[config.mk]
export PLATFORM = sky130hd
export DESIGN_NAME = mem_bus_ctrl
export DESIGN_NICKNAME = d
export VERILOG_FILES = /design/src/rtl/mem_bus_ctrl_pkg.sv /design/src/rtl/mem_sel_gen.sv /design/src/rtl/mem_bus_ctrl.sv
export SDC_FILE = /design/constraint.sdc
export NUM_CORES = 1
export LEC_CHECK = 0
export ABC_AREA = 1
export CAP_MARGIN = 20
export CORE_AREA = 2 2 119 92
export CTS_CLUSTER_DIAMETER = 50
export DETAILED_ROUTE_END_ITERATION = 6
export DIE_AREA = 0 0 121 94
export DONT_BUFFER_PORTS = 1
export GPL_TIMING_DRIVEN = 0
export PLACE_DENSITY = 0.74
export SLEW_MARGIN = 25
export SYNTH_ARGS = -nofsm -noshare
export SYNTH_HDL_FRONTEND = slang
export SYNTH_SLANG_ARGS = --single-unit
[constraint.sdc]
create_clock -name clk -period 1.7 [get_ports clk]
set_clock_uncertainty 0.2 [all_clocks]
set_input_delay 0.255 -clock clk [delete_from_list [all_inputs] [get_ports clk]]
set_output_delay 0.255 -clock clk [all_outputs]
set_load 0.02 [all_outputs]
[src/rtl/mem_bus_ctrl_pkg.sv]
// Shared types and constants for the mem-stage RIB bus controller:
// FSM state encodings, access-size codes, bus/hold levels and the latched request.
package mem_bus_ctrl_pkg;

    typedef enum logic [1:0] {
        MBC_IDLE = 2'b00,
        MBC_REQ  = 2'b01,
        MBC_RESP = 2'b10,
        MBC_DONE = 2'b11
    } mbc_state_e;

    localparam logic [1:0] MEM_SIZE_B = 2'b00;
    localparam logic [1:0] MEM_SIZE_H = 2'b01;
    localparam logic [1:0] MEM_SIZE_W = 2'b10;
    localparam logic [1:0] MEM_SIZE_X = 2'b11;

    localparam logic RIB_REQ     = 1'b1;
    localparam logic RIB_NREQ    = 1'b0;
    localparam logic HoldEnable  = 1'b1;
    localparam logic HoldDisable = 1'b0;

    localparam logic [31:0] ZeroWord = 32'h0000_0000;

    typedef struct packed {
        logic        we;
        logic [31:0] addr;
        logic [31:0] wdata;
        logic [3:0]  sel;
    } mbc_req_t;

endpackage

[src/rtl/mem_sel_gen.sv]
// Byte-lane strobe encoder: access size + address low bits -> sel[3:0].
// Latency: purely combinational.
// Backpressure: none; reserved size code yields an empty strobe.
module mem_sel_gen
    import mem_bus_ctrl_pkg::*;
(
    input  logic [1:0] size_i,
    input  logic [1:0] addr_lo_i,
    output logic [3:0] sel_o
);

    always_comb begin
        sel_o = 4'b0000;
        case (size_i)
            MEM_SIZE_B: sel_o = 4'b0001 << addr_lo_i;
            MEM_SIZE_H: sel_o = addr_lo_i[1] ? 4'b1100 : 4'b0011;
            MEM_SIZE_W: sel_o = 4'b1111;
            default:    sel_o = 4'b0000;
        endcase
    end

endmodule

[src/rtl/mem_bus_ctrl.sv]
// Turns the mem stage's single-cycle request into a RIB req/gnt/rvalid transaction.
// Latency: best case 3 stall cycles (IDLE, REQ, RESP), DONE releases hold_o.
// Backpressure: hold_o stalls the pipeline; MEM_BUS_TIMEOUT_EN adds a bus timeout.
module mem_bus_ctrl
    import mem_bus_ctrl_pkg::*;
#(
    parameter int TIMEOUT_CYCLES = 64
) (
    input  logic        clk,
    input  logic        rst,
    input  logic        req_i,
    input  logic        we_i,
    input  logic [31:0] raddr_i,
    input  logic [31:0] waddr_i,
    input  logic [31:0] wdata_i,
    input  logic [1:0]  size_i,
    input  logic        int_assert_i,
    output logic        rib_req_o,
    output logic        rib_we_o,
    output logic [31:0] rib_addr_o,
    output logic [31:0] rib_wdata_o,
    output logic [3:0]  rib_sel_o,
    input  logic        rib_gnt_i,
    input  logic        rib_rvalid_i,
    input  logic [31:0] rib_rdata_i,
    output logic [31:0] rdata_o,
    output logic        hold_o,
    output logic        err_o
);

    mbc_state_e  state_q, state_d;
    mbc_req_t    req_q, req_d;
    logic        int_seen_q, int_seen_d;
    logic [31:0] rdata_q, rdata_d;
    logic        err_q, err_d;

    logic        req_ok;
    logic        resp_drop;
    logic        timeout_hit;
    logic [31:0] in_addr;
    logic [3:0]  in_sel;

    assign req_ok    = req_i & ~int_assert_i;
    assign in_addr   = we_i ? waddr_i : raddr_i;
    // An interrupt seen at any point after the grant discards the response.
    assign resp_drop = int_seen_q | int_assert_i;

    mem_sel_gen u_sel_gen (
        .size_i    (size_i),
        .addr_lo_i (in_addr[1:0]),
        .sel_o     (in_sel)
    );

`ifdef MEM_BUS_TIMEOUT_EN
    localparam logic [7:0] TO_LAST = 8'(TIMEOUT_CYCLES - 1);

    logic [7:0] cnt_q, cnt_d;

    // Counter sits at zero outside REQ/RESP, so entry to REQ always starts from 0.
    always_comb begin
        cnt_d       = 8'd0;
        timeout_hit = 1'b0;
        case (state_q)
            MBC_REQ: begin
                cnt_d       = cnt_q + 8'd1;
                timeout_hit = (cnt_q == TO_LAST) && !rib_gnt_i && !int_assert_i;
            end
            MBC_RESP: begin
                cnt_d       = cnt_q + 8'd1;
                timeout_hit = (cnt_q == TO_LAST) && !rib_rvalid_i;
            end
            default: cnt_d = 8'd0;
        endcase
    end

    always_ff @(posedge clk or negedge rst) begin
        if (!rst) begin
            cnt_q <= 8'd0;
        end else begin
            cnt_q <= cnt_d;
        end
    end
`else
    logic [7:0] unused_timeout;
    assign unused_timeout = 8'(TIMEOUT_CYCLES);
    assign timeout_hit    = 1'b0;
`endif

    always_ff @(posedge clk or negedge rst) begin
        if (!rst) begin
            state_q <= MBC_IDLE;
        end else begin
            state_q <= state_d;
        end
    end

    always_comb begin
        state_d = state_q;
        case (state_q)
            MBC_IDLE: begin
                if (req_ok) begin
                    state_d = (size_i == MEM_SIZE_X) ? MBC_DONE : MBC_REQ;
                end
            end
            MBC_REQ: begin
                if (rib_gnt_i) begin
                    state_d = MBC_RESP;
                end else if (int_assert_i) begin
                    state_d = MBC_IDLE;
                end else if (timeout_hit) begin
                    state_d = MBC_DONE;
                end
            end
            MBC_RESP: begin
                if (rib_rvalid_i) begin
                    state_d = resp_drop ? MBC_IDLE : MBC_DONE;
                end else if (timeout_hit) begin
                    state_d = MBC_DONE;
                end
            end
            default: state_d = MBC_IDLE;
        endcase
    end

    always_comb begin
        req_d      = req_q;
        int_seen_d = int_seen_q;
        rdata_d    = rdata_q;
        err_d      = 1'b0;
        case (state_q)
            MBC_IDLE: begin
                int_seen_d = 1'b0;
                if (req_ok) begin
                    req_d.we    = we_i;
                    req_d.addr  = {in_addr[31:2], 2'b00};
                    req_d.wdata = wdata_i;
                    req_d.sel   = in_sel;
                end
            end
            MBC_REQ: begin
                // A grant coinciding with an interrupt is still a committed transfer.
                int_seen_d = rib_gnt_i & int_assert_i;
            end
            MBC_RESP: begin
                int_seen_d = resp_drop;
                if (rib_rvalid_i && !resp_drop && !req_q.we) begin
                    rdata_d = rib_rdata_i;
                end
            end
            default: int_seen_d = 1'b0;
        endcase
        if (timeout_hit) begin
            rdata_d = ZeroWord;
            err_d   = 1'b1;
        end
    end

    always_ff @(posedge clk or negedge rst) begin
        if (!rst) begin
            req_q      <= '0;
            int_seen_q <= 1'b0;
            rdata_q    <= ZeroWord;
            err_q      <= 1'b0;
        end else begin
            req_q      <= req_d;
            int_seen_q <= int_seen_d;
            rdata_q    <= rdata_d;
            err_q      <= err_d;
        end
    end

    always_comb begin
        hold_o      = HoldDisable;
        rib_req_o   = RIB_NREQ;
        rib_we_o    = 1'b0;
        rib_addr_o  = ZeroWord;
        rib_wdata_o = ZeroWord;
        rib_sel_o   = 4'b0000;
        case (state_q)
            MBC_IDLE: begin
                if (req_ok) begin
                    hold_o = HoldEnable;
                end
            end
            MBC_REQ: begin
                hold_o      = HoldEnable;
                rib_req_o   = RIB_REQ;
                rib_we_o    = req_q.we;
                rib_addr_o  = req_q.addr;
                rib_wdata_o = req_q.wdata;
                rib_sel_o   = req_q.sel;
            end
            MBC_RESP: hold_o = HoldEnable;
            default:  hold_o = HoldDisable;
        endcase
    end

    assign rdata_o = rdata_q;
    assign err_o   = err_q;

endmodule

==> metrics.yaml, run 1 <==
die:
  dieArea_mm2: 0.0114
  die_width_um: 121
  start_util_pct: 49.1
  rows: 32
  ios: 241
  die_y_um: 94
  core-area_mm2: 0.0101
critical_path:
  worst-setup-path-type: "flop to output port"
  reg2reg_from: "state_q[1]"
  worstPathCellList: "inv_2, ha_4, buf_12, clkbuf_16, nand2_2, inv_4"
  cp_top_family: "buffers and inverters"
  cpPeakStageDelay_ps: 400
  cp.required_ps: 1240
  critPathBufInv: 4
  crit_fanout: 7
  cp-end-kind: "output port"
  ff2ff_path_depth: 9
  cp_slowest_cell: "dfrtp_1"
  arrival_ps: 1500
  r2r-end: "req_q[31]"
  start_kind: "flop"
  r2r_setup_slack_ps: -70
timing:
  rsz0062_at_grt: "yes"
  final.period_utilization_pct: 115
  hold_ws_ps: -592
  period_minus_slack_ps: 1960
  setup_violations: 92
  clock.fmax_mhz: 511
  slew_viol_final: 0
  hold_viol_final: 102
  fin_ws_ps: -256
clock_tree:
  numCtsBuffers: 9
  root_buffer: "clkbuf_16"
  tritoncts: "done"
  cts_max_level: 3
  clkSinkCount: 102
  hold_buffers: 124
  clk-insertion-delay-late_ps: 340
  clk_pin_slew_ps: 70
  cts_buffer_depth: 2
logic_synthesis:
  ys_ff_latch: 102
  syn_area_per_cell_um2: 7.46
  synth_cells: 667
  yosysTopAreaCellShare_pct: 51.3
  yosysTopAreaCell: "dfrtp_1"
  synth.cell_area_mm2: 0.00498
  yosysWarnings: 0
  synthTopCellsByArea: "dfrtp_1, nand2_1, inv_1, nor2_1, o31ai_1"
  yosysSeqAreaShare_pct: 51.3
  synthDistinctLibCells: 21
drt:
  routed_wl_um: 17000
  firstDrtPassIters: 5
  vias: 5050
  wire_per_inst_um: 17.7
  drt_iter0_drc: 344
  post-route-drc-count: 0
  vias_per_cell: 5.26
  drtAntennaViolNets: 0
grt:
  grt_overflow: 0
  grt_pass1_vias: 4944
  track_usage_pct: 27.8
  grt_max_degree: 103
  grt_pass1_wl_um: 24500
  antenna_found_initial: 1
layout:
  fin_nets: 961
  fin_util_pct: 75.4
  area_growth_pct: 53.4
  layout_commonest_cell: "nand2_1"
  mostFrequentLayoutCells: "nand2_1, dlygate4sd3_1, dfrtp_1"
  final_layout_size_suffix_gt1_share_pct: 27.3
pwr:
  static-leakage-power_nw: 4.10
  ir_drop_v: 0.000902
  powerDensity_mw_per_mm2: 1630
placement:
  gp_congestion: 0.838
  numPortBuffers: 0
  hpwl_um: 9340
  place_ws_ps: -400
status:
  outcome: "complete, but fails checks"
  violations: "hold timing, setup timing"
min_path:
  min_path_type: "input pin to asynchronous set/reset pin"
job:
  maxCapViolCount: 0
[cells in the mapped netlist, drive strengths merged]
cell    instances
o22ai           1
o21ai          35
buf            30
o21a            1
conb            1
nor2           66
o31ai          30
nand3          10
nand2         262
ha              6
a21oi           2
nor3            1
dfrtp         102
clkbuf          6
inv           114
[routing by layer]
| metal | GRT usage [%] | part of all wire, % | vias up |
|---|---|---|---|
| li1 | - | - | 2286 |
| met1 | 32.5 | 37 | 2407 |
| met2 | 47.4 | 50 | 298 |
| met3 | 8.13 | 8.9 | 59 |
| met4 | 12.7 | 4.0 | 0 |
| met5 | 0 | 0 | - |
[worst max-delay path by stage]
stage                from              end  cells past startpoint
3_5_place_dp   state_q[1]   rib_addr_o[15]                      6
3_3_place_gp   state_q[1]   rib_addr_o[15]                      6
6_report       state_q[1]  rib_wdata_o[30]                      6
4_1_cts        state_q[1]    rib_addr_o[6]                      6
2_1_floorplan  state_q[1]   rib_addr_o[10]                      6
5_1_grt        state_q[1]  rib_wdata_o[30]                      6
[cell families (layout without fill, tap and decap cells)]
logic type,after synthesis,count (layout),share of synthesized area (%)
DFF,102,102,51.3
buffers and inverters,150,304,12.4
other,1,4,0.0753
and+or+nand+nor,339,339,26.2
adders and majority gates,6,6,1.51
AOI/OAI and AO/OA,69,69,8.52
[timing repair]
item | CTS | global route
setup endpoints to repair | 136 | 168
resized for setup | 161 | 142
setup buffers | 9 | 2
gates cloned | 3 | 1
pin swaps | 4 | 1
hold endpoints to repair | 197 | 102
[worst reg2reg max path: stages (launching register included)]
cell and delay, ps:
dfrtp_1 400, inv_2 90, buf_4 140, ha_4 140, nand3_4 100, buf_12 170
buf_12 160, buf_6 140, nand2_1 50, nand2_1 60
[flip-flops by register name, indices dropped and copies added (netlist names)]
signal / flops
rdata_o: 32
req_q: 67
int_seen_q: 1
state_q: 2
[final cells by class]
cell class                 count  area [um2]
sequential                   102        2550
buffer                        36         362
clock inverter                 6        71.3
multi-input combinational    417        2310
tap                          136         170
antenna                        1        2.50
fill                         614        2490
timing repair buffer         138        1420
clock buffer                  10         229
inverter                     114         520
[where the power goes]
part           internal, mW  total, mW  switching, mW
clock network          1.15       2.06          0.904
registers              3.55       4.91           1.36
logic                  2.19       5.47           3.28
[stage by stage]
step,setup TNS (ps),power (mW),instances,cell area (um2)
6_report,-12910,12.4,960,7630
4_1_cts,-11840,11.4,957,7120
2_1_floorplan,0,7.24,669,4980
5_1_grt,-17820,13.1,960,7630
3_3_place_gp,-18330,7.85,805,5150
3_5_place_dp,-23910,8.02,805,5150
(Power assumes the default switching activity.)
==> run 2: changes to the inputs <==
- HOLD_SLACK_MARGIN: default -> 0.1
==> metrics.yaml, run 2 (synthesis results as in run 1) <==
critical_path:
  cp-end-kind: "output port"  # unchanged
  worst-setup-path-type: "flop to output port"  # unchanged
  worstPathCellList: "inv_2, ha_4, buf_12, clkbuf_16, nand2_2, inv_4"  # unchanged
  cpPeakStageDelay_ps: 400  # about the same
  cp_slowest_cell: "dfrtp_1"  # unchanged
  cp_top_family: "buffers and inverters"  # unchanged
  cp.required_ps: 1240  # about the same
  crit_fanout: 7  # unchanged
  arrival_ps: 1500  # about the same
  start_kind: "flop"  # unchanged
  critPathBufInv: 4  # unchanged
die:
  die_width_um: 121  # unchanged
  start_util_pct: 49.1  # unchanged
  ios: 241  # unchanged
  core-area_mm2: 0.0101  # unchanged
  dieArea_mm2: 0.0114  # unchanged
  die_y_um: 94  # unchanged
  rows: 32  # unchanged
pwr:
  static-leakage-power_nw: 4.12  # was 4.10 nW
  powerDensity_mw_per_mm2: 1620  # was 1630 mW/mm2
  ir_drop_v: 0.000922  # was 0.000902 V
status:
  violations: "hold timing, setup timing"  # unchanged
  outcome: "complete, but fails checks"  # unchanged
placement:
  numPortBuffers: 0  # unchanged
  placedCellCount: 805  # unchanged
  gp_congestion: 0.838  # unchanged
  place_ws_ps: -400  # unchanged
  place_area_mm2: 0.00515  # unchanged
  hpwl_um: 9340  # unchanged
layout:
  regMostFlops: "req_q"  # unchanged
  mostFrequentLayoutCells: "nand2_1, dlygate4sd3_1, dfrtp_1"  # unchanged
  final_layout_size_suffix_gt1_share_pct: 27.4  # was 27.3%
  layout_commonest_cell: "nand2_1"  # unchanged
  fin_area_mm2: 0.00770  # was 0.00763 mm2
  largest_reg_flops: 67  # unchanged
  fin_util_pct: 76.1  # was 75.4%
  fin_nets: 967  # was 961
  area_growth_pct: 54.8  # was 53.4%
  stdcell_count: 966  # was 960
timing:
  final.period_utilization_pct: 115  # about the same
  tns_ps: -12920  # was -12910 ps
  hold_ws_ps: -590  # was -592 ps
  hold_viol_final: 102  # unchanged
  setup_violations: 92  # unchanged
  slew_viol_final: 0  # unchanged
  clock.fmax_mhz: 511  # about the same
  rsz0062_at_grt: "yes"  # unchanged
  fin_ws_ps: -258  # was -256 ps
  period_minus_slack_ps: 1960  # about the same
drt:
  wire_per_inst_um: 17.8  # was 17.7 um
  wl_met3_um: 1510  # about the same
  met2_length_um: 8650  # was 8530 um
  top_layer_used: "met4"  # unchanged
  post-route-drc-count: 0  # unchanged
  vias: 5056  # was 5050
  vias_per_cell: 5.23  # was 5.26
  drtAntennaViolNets: 0  # unchanged
  firstDrtPassIters: 5  # unchanged
  routed_wl_um: 17200  # was 17000 um
  drt-met1-wl_um: 6380  # was 6290 um
  drt_iter0_drc: 360  # was 344
clock_tree:
  tritoncts: "done"  # unchanged
  cts_max_level: 3  # unchanged
  root_buffer: "clkbuf_16"  # unchanged
  numCtsBuffers: 9  # unchanged
  clk_pin_slew_ps: 70  # about the same
  clkSinkCount: 102  # unchanged
  clk-insertion-delay-late_ps: 330  # was 340 ps
  hold_buffers: 130  # was 124
  cts_buffer_depth: 2  # unchanged
grt:
  grt_max_degree: 103  # unchanged
  track_usage_pct: 28.0  # was 27.8%
  grt_overflow: 0  # unchanged
  grt_pass1_wl_um: 24700  # was 24500 um
  grt_pass1_vias: 5024  # was 4944
  antenna_found_initial: 1  # unchanged
min_path:
  min_path_type: "input pin to asynchronous set/reset pin"  # unchanged
job:
  maxCapViolCount: 0  # unchanged
-- run 2: changes by cell type in the layout (fill, tap and decap cells not counted), sizes merged --
cell,previous run,this run
dlygate4sd3,124,130
-- run 2: cell type report --
| cell class | count | area [um2] |
|---|---|---|
| sequential | 102 | 2550 |
| fill | 599 | 2420 |
| multi-input combinational | 417 | 2320 |
| timing repair buffer | 144 | 1480 |
| inverter | 114 | 526 |
| buffer | 36 | 362 |
| clock buffer | 10 | 229 |
| tap | 136 | 170 |
| clock inverter | 6 | 71.3 |
| antenna | 1 | 2.50 |
-- run 2: worst reg2reg max path, delay by kind of cell (launching register included) --
family,cells,cell delay [ps]
buffers and inverters,5,700
adder cells (fa/ha/maj),1,140
AND/OR/NAND/NOR,3,230
flip-flops,1,400
-- run 2: worst paths after layout --
path	start	endpoint	slack, ps	cells after the start
max	state_q[1]	rib_wdata_o[30]	-260	6
min	rst	req_q[9]	-590	0
max reg2reg	state_q[1]	req_q[32]	-80	9
min reg2reg	req_q[6]	req_q[6]	280	2
max in group asynchronous	rst	req_q[56]	1760	0
min in group clk	waddr_i[1]	req_q[0]	120	7
-- run 2: report_power, final --
group,internal [mW],total (mW),switching (mW)
sequential,3.55,4.92,1.37
clock,1.15,2.06,0.906
combinational,2.21,5.52,3.31
-- run 2: stage by stage --
stage / power (mW) / hold slack (ps)
2_1_floorplan: 7.24 / -241
3_3_place_gp: 7.85 / -238
3_5_place_dp: 8.02 / -237
4_1_cts: 11.4 / -608
5_1_grt: 13.1 / -615
6_report: 12.5 / -590
-- run 2: timing repair --
item	in CTS	in global routing
cloned	3	1
gates resized for setup	161	146
endpoints found under the setup margin	136	168
pin swaps	4	1
hold endpoints to repair	203	102
buffers inserted	9	2
-- run 2: layer usage --
metal / vias to the layer above / track usage, %
li1: 2300 / -
met1: 2390 / 32.9
met2: 307 / 47.4
met3: 59 / 7.95
met4: 0 / 13.8
met5: - / 0
